<file path="config.mk">
export PLATFORM = sky130hd
export DESIGN_NAME = tsf_timer_1m
export DESIGN_NICKNAME = d
export VERILOG_FILES = /design/src/rtl/tsf_timer_1m.sv
export SDC_FILE = /design/constraint.sdc
export NUM_CORES = 1
export LEC_CHECK = 0
export CELL_PAD_IN_SITES_DETAIL_PLACEMENT = 1
export CELL_PAD_IN_SITES_GLOBAL_PLACEMENT = 1
export CORE_MARGIN = 3
export CORE_UTILIZATION = 30
export CTS_CLUSTER_SIZE = 25
export DETAILED_ROUTE_END_ITERATION = 16
export PLACE_DENSITY_LB_ADDON = 0.1
export SYNTH_ARGS = -nofsm -noshare
export SYNTH_HDL_FRONTEND = slang
export SYNTH_SLANG_ARGS = --single-unit
</file>
<file path="constraint.sdc">
create_clock -name clk -period 3.1 [get_ports clk]
set_input_delay 0.62 -clock clk [delete_from_list [all_inputs] [get_ports clk]]
set_output_delay 0.62 -clock clk [all_outputs]
set_load 0.01 [all_outputs]
</file>
<file path="src/rtl/tsf_timer_1m.sv">
// tsf_timer_1m: 64-bit microsecond TSF counter with prescaler,
// edge-triggered load and an optional one-shot alarm.
// Ports: clk, rstn (async, active-low), clk_div_m1 (cycles/us - 1),
//   tsf_load_en/tsf_load_val (load on rising edge of en),
//   alarm_target/alarm_arm (alarm inputs), tsf_runtime_val (TSF),
//   tsf_pulse_1M (tick pulse), alarm_fire/alarm_armed (alarm status).
// Build option: define TSF_ALARM_EN to build the alarm state machine;
//   without it alarm_fire and alarm_armed are tied to 0.
module tsf_timer_1m #(
  parameter int unsigned CLK_DIV_M1_RST = 99
) (
  input  logic        clk,
  input  logic        rstn,
  input  logic [7:0]  clk_div_m1,
  input  logic        tsf_load_en,
  input  logic [63:0] tsf_load_val,
  input  logic [63:0] alarm_target,
  input  logic        alarm_arm,
  output logic [63:0] tsf_runtime_val,
  output logic        tsf_pulse_1M,
  output logic        alarm_fire,
  output logic        alarm_armed
);

  logic [7:0]  presc;
  logic        load_q;
  logic        load;
  logic        tick;
  logic [63:0] tsf_next;

  // The divisor is compared live every cycle; the reset default
  // only documents the expected 100 MHz integration value.
  logic [7:0] unused_div_rst;
  assign unused_div_rst = 8'(CLK_DIV_M1_RST);

  assign load     = tsf_load_en & ~load_q;
  // A load in the same cycle swallows the tick.
  assign tick     = ~load & (presc >= clk_div_m1);
  assign tsf_next = tsf_runtime_val + 64'd1;

  always_ff @(posedge clk or negedge rstn) begin
    if (!rstn) begin
      presc           <= '0;
      load_q          <= 1'b0;
      tsf_runtime_val <= '0;
      tsf_pulse_1M    <= 1'b0;
    end else begin
      load_q <= tsf_load_en;
      if (load) begin
        tsf_runtime_val <= tsf_load_val;
        presc           <= '0;
        tsf_pulse_1M    <= 1'b0;
      end else if (tick) begin
        tsf_runtime_val <= tsf_next;
        presc           <= '0;
        tsf_pulse_1M    <= 1'b1;
      end else begin
        presc        <= presc + 8'd1;
        tsf_pulse_1M <= 1'b0;
      end
    end
  end

`ifdef TSF_ALARM_EN
  typedef enum logic {
    IDLE  = 1'b0,
    ARMED = 1'b1
  } state_t;

  state_t state;
  logic   fire_q;
  logic   hit;

  // Target is compared live against the value the tick produces.
  assign hit = tick & (state == ARMED)
             & (tsf_next >= alarm_target);

  always_ff @(posedge clk or negedge rstn) begin
    if (!rstn) begin
      state  <= IDLE;
      fire_q <= 1'b0;
    end else begin
      fire_q <= hit;
      // A re-arm in the firing cycle keeps the alarm armed.
      if (alarm_arm) begin
        state <= ARMED;
      end else if (hit) begin
        state <= IDLE;
      end
    end
  end

  assign alarm_fire  = fire_q;
  assign alarm_armed = (state == ARMED);
`else
  logic unused_alarm;
  assign unused_alarm = ^{alarm_target, alarm_arm};
  assign alarm_fire   = 1'b0;
  assign alarm_armed  = 1'b0;
`endif

endmodule

</file>
; Word level (Yosys, flattened, before mapping)
; Cells that the tools add are included.
[classes]
mux = 6
n_bitwise = 4
reduce_logical = 1
order_cmp = 1
n_addsub = 2
[op_table]
columns = operator, n
row1 = two-way mux 64 bit, 2
row2 = adder 64 x 1 -> 64 bit (second input constant), 1
row3 = two-way mux 8 bit, 2
row4 = adder 8 x 1 -> 8 bit (second input constant), 1
row5 = >= comparator 8 bit, 1
row6 = bitwise AND 1 bit, 2
row7 = two-way mux 1 bit, 2
row8 = NOT 1 bit, 2
row9 = nonzero test 2 bit, 1
[word_totals]
out_inout_bits = 67
reg_bits = 74
in_bits = 140
elab_cells = 18

; Depth between registers and ports, before layout
[depth]
depth_word = 6
mapped_depth = 10
depth_no_buf = 8

; Worst setup path before layout
; OpenSTA, ideal clock, no wires.
[synth_path]
path_kind = input port to flip-flop
startpoint = in clk_div_m1[2]
endpoint = reg tsf_runtime_val[24]
t_arrival_ps = 2352
slack_ps = 613
required_ps = 2965
setup_ps = 135
cell_stages = 10
path_buffers = 2
cell_sequence = inv_1 -> ha_1 -> a211oi_1 -> o21ai_0 -> a41oi_1 -> buf_2 -> buf_1 -> nor3_1 -> xnor2_1 -> o21ai_0
[synth_between]
elab_chain_len = 3
[synth_rtl]
columns = item, line_no
row1 = from (decl), 14  ; input logic [7:0] clk_div_m1,
row2 = >= comparator 8 bit, 38  ; assign tick = ~load & (presc >= clk_div_m1);
row3 = bitwise AND 1 bit, 38
row4 = nonzero test 2 bit (no line), --
row5 = to (signal assigned), 50  ; tsf_runtime_val <= tsf_load_val;
row6 = to (signal assigned), 54  ; tsf_runtime_val <= tsf_next;
row7 = to (decl), 19  ; output logic [63:0] tsf_runtime_val,
; Every way passes these cells.
; A chain may end at the register's enable or synchronous reset.

; Final worst setup path
[layout_path]
startpoint = in clk_div_m1[2]
endpoint = reg tsf_runtime_val[55]
; The elaborated chain is that of the path after synthesis.

==> run summary <==
CP Max Fanout -> 33
Worst Setup SP -> clk_div_m1[2]
CTS max path bufs -> 2
Area Growth Syn to Fin -> 44.6%
# rows -> 44
Syn Std Cell Area -> 4490 µm²
Final Power -> 3220 µW
Syn Inst Count -> 530
Initial Utilization -> 30.8%
H-tree Lvls -> 3
vias post-DR -> 4,366
actual slew at the worst max-slew pin -> 0.982 ns
largest net degree at the start of global routing -> 75
slowest stage delay, CP -> 0.46 ns
Peak supply drop -> 0.229 mV
Critical-path top delay cell -> clkdlybuf4s50_1
CTS Hold Bufs -> 0
critical path class -> in -> reg
# placed instances -> 839
grt ovf -> 0
final instance area -> 6500 µm²
residual DRC count -> 0
Reg clk slew, reported paths -> 0.06 ns
Syn Area/Cell -> 8.48 µm²
Fillers -> 1,706
Synth top area share -> 41.2%
Critical R2R Launch -> tsf_runtime_val[10]$_DFFE_PN0P_
utilization after layout -> 44.5%
die width -> 128 µm
crit start category -> input port
Final ANT Viol Nets -> 0
Clock Skew -> 0.00693 ns
clock root buffer -> clkbuf_16
Initial DRT Pass Iterations -> 5
Synthesis Warnings -> 0
Die ar. -> 16,500 µm²
PwrDens -> 495 nW/µm²
Slew HR -> 34.6%
CTS tree -> done
vias per inst -> 5.10
outcome -> complete, no violations
Layout Cells excl Fill -> 856
area leader, netlist -> dfrtp_1
routability cong. -> 0.798
hold crit path type -> in -> async
DR iter-0 viols -> 249
final setup fails -> 0
Clock Sinks -> 74
Setup Buffers After CTS -> 0
CP Capture Type -> flop
unrepaired setup endpoints after global routing -> no
Post-CTS Resized -> 0
Seq cells post-synth -> 74
number of I/O port buffers -> 139
Final period util -> 92.1%
sequential area share after synthesis -> 41.2%
commonest non-fill, non-tap cell in the layout -> clkdlybuf4s50_1
first-pass GRT wire length -> 24.2 mm
worst path cell trace -> clkdlybuf4s50_1 -> inv_1 -> ha_1 -> nand2_1 -> o21ai_0 -> a41oi_4 -> buf_12 -> nor4_1 -> buf_4 -> xnor2_1 -> a21oi_1
initial antenna violation count -> 0
WL per Instance -> 17.3 µm
TritonCTS Buffers -> 9
Yosys cell types -> 41
Buffers & Inverters on Critical Path -> 4
GR Util All Layers -> 18.3%
fin. max-slew vios -> 0
Placement Cell Area -> 6160 µm²
I/O Pins -> 207
DP HPWL -> 11.0 mm
Chip Height -> 128 µm
Worst Path Required -> 3.32 ns
maxcap violations -> 0
nets -> 816
Worst EP arrival -> 3.07 ns
R2R Setup Slk -> 0.40 ns
final WL -> 14.8 mm
minimum clock period -> 2.85 ns
endpoints failing hold -> 0
layout cell share with drive strength beyond 1 -> 5.96%
Core ar. -> 14,600 µm²
Synth area leaders -> dfrtp_1 41%, xnor2_1 12%, nand2_1 6.9%
Clock Latency Late Sink -> 0.34 ns
vias in the first global route -> 4,560
most frequent cells in the layout -> 138 x clkdlybuf4s50_1, 82 x nand2_1, 74 x dfrtp_1
leakage power -> 0.00238 µW
Crit path max-delay family -> buffers and inverters
Fmax -> 350 MHz
-- area by class of cell --
type / count / area, µm² / area share, %
multi-input cells: 415 / 2490 / 38.4
flip-flops and latches: 74 / 1850 / 28.5
repair buffers: 153 / 1530 / 23.6
clock buffers: 12 / 267 / 4.10
well taps: 184 / 230 / 3.54
clock inverters: 4 / 72.6 / 1.12
inverters: 13 / 48.8 / 0.751
diodes: 1 / 2.50 / 0.0385
-- synth_stat cells --
| cell type | number |
|---|---|
| and2_1 | 2 |
| nor3b_1 | 4 |
| conb_1 | 1 |
| mux2i_1 | 1 |
| clkbuf_1 | 17 |
| a31oi_1 | 2 |
| buf_4 | 3 |
| nand2_4 | 1 |
| nand2b_1 | 1 |
| or2_2 | 1 |
| ha_1 | 10 |
| nor2_1 | 40 |
| nor3_1 | 16 |
| and3_1 | 12 |
| nand4b_1 | 2 |
| nor2b_1 | 3 |
| or3_4 | 1 |
| dfrtp_1 | 74 |
| o21ai_1 | 4 |
| nor4_4 | 1 |
| o21ai_0 | 53 |
| a41oi_1 | 1 |
| nor4bb_1 | 1 |
| nor4_2 | 1 |
| nand4_1 | 13 |
| xor2_1 | 6 |
| nand3_4 | 1 |
| xnor2_1 | 60 |
| or3_1 | 3 |
| buf_2 | 7 |
| and4_1 | 6 |
| nand3_2 | 1 |
| nand3_1 | 35 |
| a21oi_1 | 10 |
| a311o_1 | 1 |
| inv_1 | 13 |
| a211oi_1 | 1 |
| buf_1 | 2 |
| nand2_1 | 82 |
| nor4b_1 | 6 |
| nor4_1 | 31 |
-- stage by stage --
stage	worst slack [ns]	hold WS [ns]	setup TNS, ns
final	0.246	0.435	0
after global routing	0.00994	0.530	0
after CTS	0.199	0.491	0
after detailed placement	-0.157	0.493	-0.203
after global placement	-0.0695	0.489	-0.0695
after floorplan	0.613	0.324	0
-- worst paths after layout --
kind,end,depth (start not counted)
max reg2reg,tsf_runtime_val[55]$_DFFE_PN0P_,7
max,tsf_runtime_val[55]$_DFFE_PN0P_,11
min in group clk,presc[0]$_DFF_PN0_,1
min,tsf_runtime_val[48]$_DFFE_PN0P_,1
min reg2reg,presc[0]$_DFF_PN0_,1
max in group asynchronous,tsf_runtime_val[14]$_DFFE_PN0P_,1
-- registers in the layout (all words and copies together), names as in the netlist --
name and flops:
presc 8, tsf_runtime_val 64, load_q 1, tsf_pulse_1M 1
-- layer usage --
layer | vias to the layer above | part of all wire [%] | wire [µm] | track usage, %
li1 | 2123 | - | - | -
met1 | 2118 | 47 | 6910 | 25.2
met2 | 112 | 46 | 6780 | 28.7
met3 | 13 | 6.3 | 927 | 4.28
met4 | 0 | 1.3 | 189 | 5.87
met5 | - | 0 | 0 | 0
-- cell families (layout without fill, tap and decap cells) --
| group | count (synthesis) | count (layout) | synth area share, % |
|---|---|---|---|
| xor gates and xnor gates | 66 | 66 | 12.9 |
| and+or+nand+nor | 264 | 264 | 30.5 |
| AOI/OAI and AO/OA | 72 | 72 | 8.33 |
| muxes | 1 | 1 | 0.223 |
| buffers and inverters | 42 | 182 | 3.95 |
| DFF | 74 | 74 | 41.2 |
| other | 1 | 3 | 0.0835 |
| adders and majority gates | 10 | 10 | 2.78 |
-- report_power, final --
group,switching (µW),internal [µW],total (µW)
Clock,418,769,1190
Sequential,182,1100,1280
Combinational,322,430,752
Power figures use the tool's default switching activity.
